## src/rtl/sr_pkg.sv

```systemverilog
// Shared definitions for the clocked SR storage bank: conflict policies and
// the next-state function used by both the RTL and the reference model.
package sr_pkg;

    localparam int MODE_HOLD       = 0;
    localparam int MODE_SET_WINS   = 1;
    localparam int MODE_RESET_WINS = 2;
    localparam int MODE_TOGGLE     = 3;

    localparam int N_CH_MAX        = 32;
    localparam int SYNC_STAGES_MAX = 3;

    typedef enum logic [1:0] {
        IN_IDLE     = 2'b00,
        IN_RESET    = 2'b01,
        IN_SET      = 2'b10,
        IN_CONFLICT = 2'b11
    } sr_in_e;

    function automatic sr_in_e sr_classify(input logic s, input logic r);
        return sr_in_e'({s, r});
    endfunction

    function automatic logic sr_next(input logic q, input logic s, input logic r,
                                     input int mode);
        logic q_nxt;
        q_nxt = q;
        case (sr_classify(s, r))
            IN_IDLE:  q_nxt = q;
            IN_SET:   q_nxt = 1'b1;
            IN_RESET: q_nxt = 1'b0;
            IN_CONFLICT: begin
                case (mode)
                    MODE_SET_WINS:   q_nxt = 1'b1;
                    MODE_RESET_WINS: q_nxt = 1'b0;
                    MODE_TOGGLE:     q_nxt = ~q;
                    default:         q_nxt = q;
                endcase
            end
            default:  q_nxt = q;
        endcase
        return q_nxt;
    endfunction

endpackage

```

## src/rtl/sr_cell.sv

```systemverilog
// One storage channel: optional input synchroniser, the q flop, and the
// registered changed / sticky conflict flags.
module sr_cell
    import sr_pkg::*;
#(
    parameter int   MODE        = MODE_HOLD,
    parameter int   SYNC_STAGES = 2,
    parameter logic RESET_VAL   = 1'b0
) (
    input  logic clk,
    input  logic rst_n,
    input  logic i_sbar,
    input  logic i_rbar,
    input  logic i_clr_conflict,
    output logic o_q,
    output logic o_changed,
    output logic o_conflict,
    output logic o_conflict_now
);

    logic w_sbar_sync;
    logic w_rbar_sync;
    logic w_s;
    logic w_r;
    logic w_q_next;

    logic r_q;
    logic r_changed;
    logic r_conflict;

    generate
        if (SYNC_STAGES == 0) begin : g_nosync
            assign w_sbar_sync = i_sbar;
            assign w_rbar_sync = i_rbar;
        end else begin : g_sync
            logic [SYNC_STAGES-1:0] r_sbar_pipe;
            logic [SYNC_STAGES-1:0] r_rbar_pipe;

            // NOTE: synchroniser flops reset to 1 so a reset flushes any pending
            // active-low request instead of replaying it after deassertion.
            always_ff @(posedge clk or negedge rst_n) begin
                if (!rst_n) begin
                    r_sbar_pipe <= '1;
                    r_rbar_pipe <= '1;
                end else begin
                    r_sbar_pipe[0] <= i_sbar;
                    r_rbar_pipe[0] <= i_rbar;
                    for (int k = 1; k < SYNC_STAGES; k++) begin
                        r_sbar_pipe[k] <= r_sbar_pipe[k-1];
                        r_rbar_pipe[k] <= r_rbar_pipe[k-1];
                    end
                end
            end

            assign w_sbar_sync = r_sbar_pipe[SYNC_STAGES-1];
            assign w_rbar_sync = r_rbar_pipe[SYNC_STAGES-1];
        end
    endgenerate

    assign w_s      = ~w_sbar_sync;
    assign w_r      = ~w_rbar_sync;
    assign w_q_next = sr_next(r_q, w_s, w_r, MODE);

    // NOTE: all state updates use non-blocking assignments so every flop samples
    // pre-edge values regardless of statement order.
    always_ff @(posedge clk or negedge rst_n) begin
        if (!rst_n) begin
            r_q        <= RESET_VAL;
            r_changed  <= 1'b0;
            r_conflict <= 1'b0;
        end else begin
            r_q       <= w_q_next;
            r_changed <= w_q_next ^ r_q;
            // A fresh conflict beats a simultaneous clear.
            if (w_s && w_r) begin
                r_conflict <= 1'b1;
            end else if (i_clr_conflict) begin
                r_conflict <= 1'b0;
            end
        end
    end

    assign o_q            = r_q;
    assign o_changed      = r_changed;
    assign o_conflict     = r_conflict;
    assign o_conflict_now = w_s & w_r;

endmodule

```

## src/rtl/sr_latch_bank.sv

```systemverilog
// Bank of N_CH clocked set/reset channels with a selectable conflict policy,
// sticky per-channel conflict flags and a saturating conflict-cycle counter.
module sr_latch_bank
    import sr_pkg::*;
#(
    parameter int              N_CH        = 8,
    parameter int              MODE        = MODE_HOLD,
    parameter int              SYNC_STAGES = 2,
    parameter logic [N_CH-1:0] RESET_VAL   = {N_CH{1'b0}},
    parameter int              CNT_W       = 8
) (
    input  logic             clk,
    input  logic             rst_n,
    input  logic [N_CH-1:0]  sbar,
    input  logic [N_CH-1:0]  rbar,
    input  logic             clr_conflict,
    output logic [N_CH-1:0]  q,
    output logic [N_CH-1:0]  qbar,
    output logic [N_CH-1:0]  changed,
    output logic [N_CH-1:0]  conflict,
    output logic [CNT_W-1:0] conflict_count
);

    localparam logic [CNT_W-1:0] CNT_MAX = {CNT_W{1'b1}};

    generate
        if (MODE < MODE_HOLD || MODE > MODE_TOGGLE) begin : g_bad_mode
            $error("sr_latch_bank: MODE must be 0..3");
        end
        if (N_CH < 1 || N_CH > N_CH_MAX) begin : g_bad_nch
            $error("sr_latch_bank: N_CH must be 1..32");
        end
        if (SYNC_STAGES < 0 || SYNC_STAGES > SYNC_STAGES_MAX) begin : g_bad_sync
            $error("sr_latch_bank: SYNC_STAGES must be 0..3");
        end
        if (CNT_W < 1) begin : g_bad_cntw
            $error("sr_latch_bank: CNT_W must be at least 1");
        end
    endgenerate

    logic [N_CH-1:0]  w_q;
    logic [N_CH-1:0]  w_changed;
    logic [N_CH-1:0]  w_conflict;
    logic [N_CH-1:0]  w_conflict_now;
    logic             w_any_conflict;
    logic [CNT_W-1:0] w_count_next;

    logic [CNT_W-1:0] r_conflict_count;

    generate
        for (genvar i = 0; i < N_CH; i++) begin : g_ch
            sr_cell #(
                .MODE        (MODE),
                .SYNC_STAGES (SYNC_STAGES),
                .RESET_VAL   (RESET_VAL[i])
            ) u_cell (
                .clk            (clk),
                .rst_n          (rst_n),
                .i_sbar         (sbar[i]),
                .i_rbar         (rbar[i]),
                .i_clr_conflict (clr_conflict),
                .o_q            (w_q[i]),
                .o_changed      (w_changed[i]),
                .o_conflict     (w_conflict[i]),
                .o_conflict_now (w_conflict_now[i])
            );
        end
    endgenerate

    assign w_any_conflict = |w_conflict_now;

    // NOTE: every always_comb output gets a default first so no path leaves it
    // unassigned and infers a latch.
    always_comb begin
        w_count_next = r_conflict_count;
        if (clr_conflict) begin
            w_count_next = w_any_conflict ? {{(CNT_W-1){1'b0}}, 1'b1} : '0;
        end else if (w_any_conflict && (r_conflict_count != CNT_MAX)) begin
            w_count_next = r_conflict_count + 1'b1;
        end
    end

    always_ff @(posedge clk or negedge rst_n) begin
        if (!rst_n) begin
            r_conflict_count <= '0;
        end else begin
            r_conflict_count <= w_count_next;
        end
    end

    assign q              = w_q;
    assign qbar           = ~w_q;
    assign changed        = w_changed;
    assign conflict       = w_conflict;
    assign conflict_count = r_conflict_count;

endmodule

```

## config.mk

```make
export PLATFORM = sky130hd
export DESIGN_NAME = sr_latch_bank
export DESIGN_NICKNAME = d
export VERILOG_FILES = /design/src/rtl/sr_pkg.sv /design/src/rtl/sr_cell.sv /design/src/rtl/sr_latch_bank.sv
export SDC_FILE = /design/constraint.sdc
export NUM_CORES = 1
export LEC_CHECK = 0
export ABC_AREA = 1
export CAP_MARGIN = 20
export CELL_PAD_IN_SITES_DETAIL_PLACEMENT = 0
export CELL_PAD_IN_SITES_GLOBAL_PLACEMENT = 2
export CORE_MARGIN = 4
export CORE_UTILIZATION = 31
export CTS_CLUSTER_DIAMETER = 120
export CTS_CLUSTER_SIZE = 10
export DETAILED_ROUTE_END_ITERATION = 8
export HOLD_SLACK_MARGIN = 0.15
export PLACE_DENSITY = 0.81
export SYNTH_ARGS = -nofsm -noshare
export SYNTH_HDL_FRONTEND = slang
export SYNTH_HIERARCHICAL = 1
export SYNTH_SLANG_ARGS = --single-unit
```

## constraint.sdc

```tcl
create_clock -name clk -period 1.7 [get_ports clk]
set_input_delay 0.34 -clock clk [delete_from_list [all_inputs] [get_ports clk]]
set_output_delay 0.34 -clock clk [all_outputs]
set_load 0.01 [all_outputs]
```

## Word-level counts from Yosys, hierarchy flattened

Index checks and enable logic that the tools add are counted.

| operators by class | value |
|---|---|
| add/subtract/negate cells | 1 |
| equal/unequal tests | 25 |
| muxes and demuxes | 20 |
| bitwise logic cells | 33 |
| reductions and logical operators | 35 |

Operator list:

| kind | number |
|---|---|
| $eq A2 B2 Y1 const B | 16 |
| $pmux W1 S3 | 8 |
| $reduce_bool A2 Y1 | 9 |
| $eq A2 B1 Y1 const B | 8 |
| $logic_not A2 Y1 | 8 |
| $mux W8 | 2 |
| $not A1 Y1 | 16 |
| $reduce_or A2 Y1 | 8 |
| $mux W1 | 10 |
| $logic_and A1 B1 Y1 | 9 |
| $add A8 B1 Y8 const B | 1 |
| $and A1 B1 Y1 | 8 |
| $ne A8 B8 Y1 const B | 1 |
| $not A8 Y8 | 1 |
| $reduce_or A8 Y1 | 1 |
| $xor A1 B1 Y1 | 8 |

| word-level totals | value |
|---|---|
| flip-flop bits (word level) | 64 |
| bits of input ports | 19 |

## Depth between registers and ports, before layout

| depth | value |
|---|---|
| depth after elaboration | 6 |
| gate-level depth with buffers | 8 |
| depth with buffers taken out | 8 |

## Cells and area by module

The synthesis kept the hierarchy.

Modules (own cells, without submodules):

| module | times used | cells each | area each (µm²) |
|---|---|---|---|
| sr_cell | 8 | 20 | 254.0 |
| sr_latch_bank | 1 | 89 | 591.8 |

## Worst setup path before layout

No wires, ideal clock.

| timing path | value |
|---|---|
| path kind | flip-flop to flip-flop |
| from | reg g_ch[0].u_cell.g_sync.r_sbar_pipe[1] |
| to | reg r_conflict_count[3], in the netlist conflict_count[3] |
| data arrival time | 1.344 ns |
| required time | 1.583 ns |
| slack | 0.239 ns |
| stages on the path, launching flop included | 9 |
| buffers on the path | 0 |
| path through | dfstp_2 -> inv_1 -> ha_1 -> nor2_1 -> nand2_1 -> o21ai_4 -> nand2_2 -> nand2_1 -> nand2_1 |

| between the ends | value |
|---|---|
| word-level cells in the longest chain between the ends | 5 |

Ends and longest elaborated chain:

| element | RTL line | RTL |
|---|---|---|
| start: declaration | sr_cell.sv:36 | `logic [SYNC_STAGES-1:0] r_sbar_pipe;` |
| start signal: indexed assignment | sr_cell.sv:49 | `r_sbar_pipe[k] <= r_sbar_pipe[k-1];` |
| $not A1 Y1 | sr_cell.sv:60 | `assign w_s = ~w_sbar_sync;` |
| $and A1 B1 Y1 | sr_cell.sv:86 | `assign o_conflict_now = w_s & w_r;` |
| via w_conflict_now[0] | sr_latch_bank.sv:44 | `logic [N_CH-1:0] w_conflict_now;` |
| $reduce_or A8 Y1 | sr_latch_bank.sv:70 | `assign w_any_conflict = \|w_conflict_now;` |
| $logic_and A1 B1 Y1 | sr_latch_bank.sv:78 | `end else if (w_any_conflict && (r_conflict_count != CNT_MAX)) begin` |
| $reduce_bool A2 Y1 (no line) | n/a |  |
| end signal: assignment | sr_latch_bank.sv:87 | `r_conflict_count <= w_count_next;` |
| end: declaration | sr_latch_bank.sv:48 | `logic [CNT_W-1:0] r_conflict_count;` |

The timed path passes the listed nets, and every way through them passes these cells.
A chain may end at the register's enable or synchronous reset.

## Final worst setup path

| timing path | value |
|---|---|
| from | reg r_conflict_count[5], in the netlist conflict_count[5] |
| to | out conflict_count[5] |

RTL lines:

| element | RTL line | RTL |
|---|---|---|
| end: declaration | sr_latch_bank.sv:21 | `output logic [CNT_W-1:0] conflict_count` |

No word-level cell between the ends.

==> impl_metrics.csv <==
group,metric,value,unit
layout,num_antenna_cells,0,
power_and_ir_drop,powerDensity,958,nW/µm²
layout,drive_gt1_share,20.7,%
clocking,clockBufferDepth,2,
critical_path,timing.rr.end,"conflict_count[3]$_DFFE_PN0P_",
clocking,worstSkewPairLatency,330,ps
synthesis,yosys.area.top_type,"dfstp_2",
critical_path,reg2reg_from,"g_ch[1].u_cell/g_sync.r_sbar_pipe[1]$_DFF_PN1_",
critical_path,cp_max_fo,5,
global_routing,grt_usage,10.3,%
synthesis,async_flop_share,100,%
clocking,cts_tree,"built",
place,placedCellCount,415,
critical_path,worstSetupPathDepth,1,
sta,rsz0062_at_grt,"true",
global_routing,grt_overflow,0,
critical_path,arrival,1300,ps
routing,drcViolationCount,0,
clocking,clk_pin_slew,60,ps
layout,areaGrowthSynthToFinish,38.6,%
critical_path,setup.worst_path.start_class,"register",
layout,fillers,784,
synthesis,ys.flop_type,"dfstp_2",
synthesis,synth_seq_cells,64,
worst_hold_path,hold_path_end,"g_ch[7].u_cell/g_sync.r_sbar_pipe[1]$_DFF_PN1_",
critical_path,r2r_setup_slack,110,ps
routing,vias,1801,
routing,drt_iter0_drc,33,
synthesis,synth_fp_nets,285,
routing,routed_wl,4770,µm
clocking,cts.sinks,64,
worst_hold_path,min_path_cells,0,
synthesis,synthTopCellsByArea,"dfstp_2 32%, dfrtp_1 31%, ha_1 8.1%",
place,place.gp.congestion,0.751,
layout,utilization,44.3,%
routing,firstDrtPassIters,4,
global_routing,grt_pass1_vias,1715,
synthesis,synth_area,2620,µm²
synthesis,synth_common_cells,"54 x inv_1, 43 x nand2_1, 32 x dfrtp_1, 32 x dfstp_2, 29 x nand3_1",
sta,clock_skew,6.90,ps
synthesis,yosysWarnings,6,
floorplanning,die_x,100,µm
power_and_ir_drop,power.leakage,1.86,nW
critical_path,crit_chain,"clkdlybuf4s50_1",
routing,antenna_left,0,
global_routing,grt_max_degree,44,
status,status,"complete, no violations",
global_routing,antenna_found_initial,0,
place,pre_cts_slack,-11.6,ps
floorplanning,die-area,10000,µm²
floorplanning,core_area,8220,µm²
layout,nets,364,
job,cap_viol_max_count,0,
sta,finalSetupViolations,0,
floorplanning,boundaryPins,59,
worst_hold_path,worstHoldPathType,"register to register",
sta,fin_crit,1640,ps
routing,via_per_inst,4.11,
synthesis,synth_cells,249,
global_routing,grt_pass1_wl,8020,µm
layout,multi_input_area,785,µm²
layout,instances_no_fill,438,
clocking,numCtsBuffers,9,
sta,fin_tns_setup,0,ps
sta,relSlewSlack,81.7,%
worst_hold_path,min_from,"g_ch[7].u_cell/g_sync.r_sbar_pipe[0]$_DFF_PN1_",
floorplanning,die_height,100,µm
synthesis,yosysTopAreaCellShare,32.0,%
sta,hold_viol,0,
layout,stdcell_area,3640,µm²
place,port_buffers,58,
floorplanning,rows,33,
synthesis,synth-edff-count,0,
critical_path,rr_worst_depth,8,
critical_path,critical_path_class,"register to primary output",
floorplanning,start_util,31.9,%
place,hpwl,3450,µm
sta,max_freq,0.611,GHz
critical_path,crit_required,1360,ps
sta,tightest_slew,274,ps
routing,wl_per_cell,10.9,µm
critical_path,slowest_stage,"clkdlybuf4s50_1",
sta,setup_ws,62.9,ps
critical_path,crit_buf_inv,1,
sta,slew_viol_final,0,
layout,regArea,1640,µm²
clocking,clockRootBuffer,"clkbuf_8",
critical_path,cpLargestDelayFamily,"buffers and inverters",
critical_path,max_stage_delay,560,ps
power_and_ir_drop,peakVddDrop,492,µV
synthesis,avgSynthCellArea,10.5,µm²
synthesis,synth.distinct_cells,21,
synthesis,yosysSeqAreaShare,62.6,%
synthesis,synth.most_common_cell,"inv_1",
critical_path,critPathCaptureType,"primary output",
sta,post-route-period-util,96.3,%
clocking,cts_max_level,3,
place,placed_area,3380,µm²
[area by class of cell]
type	count	area share (%)
Sequential cell	64	45.2
Multi-Input combinational cell	130	21.6
Timing Repair Buffer	68	19.1
Inverter	55	5.68
Clock buffer	13	4.37
Tap cell	105	3.61
Clock inverter	3	0.482
[worst max path at each step]
stage / startpoint / to
floorplan: g_ch[0].u_cell/g_sync.r_sbar_pipe[1]$_DFF_PN1_ / conflict_count[3]$_DFFE_PN0P_
global placement: g_ch[1].u_cell/g_sync.r_sbar_pipe[1]$_DFF_PN1_ / conflict_count[0]$_DFFE_PN0P_
detailed placement: g_ch[1].u_cell/g_sync.r_sbar_pipe[1]$_DFF_PN1_ / conflict_count[3]$_DFFE_PN0P_
CTS: g_ch[7].u_cell/o_q$_DFF_PN0_ / qbar[7]
global route: g_ch[1].u_cell/g_sync.r_sbar_pipe[1]$_DFF_PN1_ / conflict_count[3]$_DFFE_PN0P_
finish: conflict_count[5]$_DFFE_PN0P_ / conflict_count[5]
[where the power goes]
group	internal [mW]	total, mW	switching [mW]
sequential	1.68	1.75	0.0729
clock	0.604	1.13	0.529
combinational	0.319	0.599	0.280
total	2.60	3.48	0.882
[registers in the layout, indices dropped and copies added, names as in the netlist]
register	count
g_ch.u_cell/g_sync.r_rbar_pipe	16
g_ch.u_cell/g_sync.r_sbar_pipe	16
conflict_count	8
g_ch.u_cell/o_changed	8
g_ch.u_cell/o_conflict	8
g_ch.u_cell/o_q	8
[what timing repair did]
| item | CTS | global route |
|---|---|---|
| hold endpoints to repair | 32 | 0 |
| resized for setup | 4 | 9 |
| endpoints found under the setup margin | 6 | 18 |
| hold buffers | 1 | 0 |
| cloned | 1 | 0 |
| buffers inserted | 1 | 4 |
| pin swaps | 1 | 0 |
[routing by layer]
layer,vias to the layer above,part of all wire [%],GRT usage [%]
li1,925,-,-
met1,825,42,12.0
met2,42,50,17.0
met3,9,6.5,4.03
met4,0,1.3,4.35
met5,-,0,0
[layout by cell type (no fill, tap or decap), drive strengths merged, types with 7 or more instances in the layout]
| cell | Yosys | layout |
|---|---|---|
| clkdlybuf4s50 | 0 | 48 |
| inv | 55 | 55 |
| nor2 | 13 | 13 |
| o21ai | 11 | 12 |
| clkbuf | 0 | 13 |
| nand2 | 45 | 45 |
| nand3 | 30 | 30 |
| dfstp | 32 | 32 |
| dfrtp | 32 | 32 |
| dlymetal6s2s | 0 | 7 |
| buf | 1 | 10 |
| ha | 17 | 17 |
| o21bai | 8 | 8 |
[through the flow]
| step | hold WS, ps | power [mW] |
|---|---|---|
| after floorplan | 44.4 | 2.01 |
| after global placement | 329 | 2.38 |
| after detailed placement | 331 | 2.39 |
| after CTS | 355 | 3.56 |
| after global routing | 353 | 3.71 |
| final | 354 | 3.48 |
[cell families (layout without fill, tap and decap cells)]
family,count (synthesis),count (layout),synth area share (%)
compound gates,22,23,5.39
simple gates,89,89,15.5
buf+inv,56,139,8.06
flops,64,64,62.6
fa+ha+maj,17,17,8.11
xor+xnor,1,1,0.334
(Power assumes the default switching activity.)
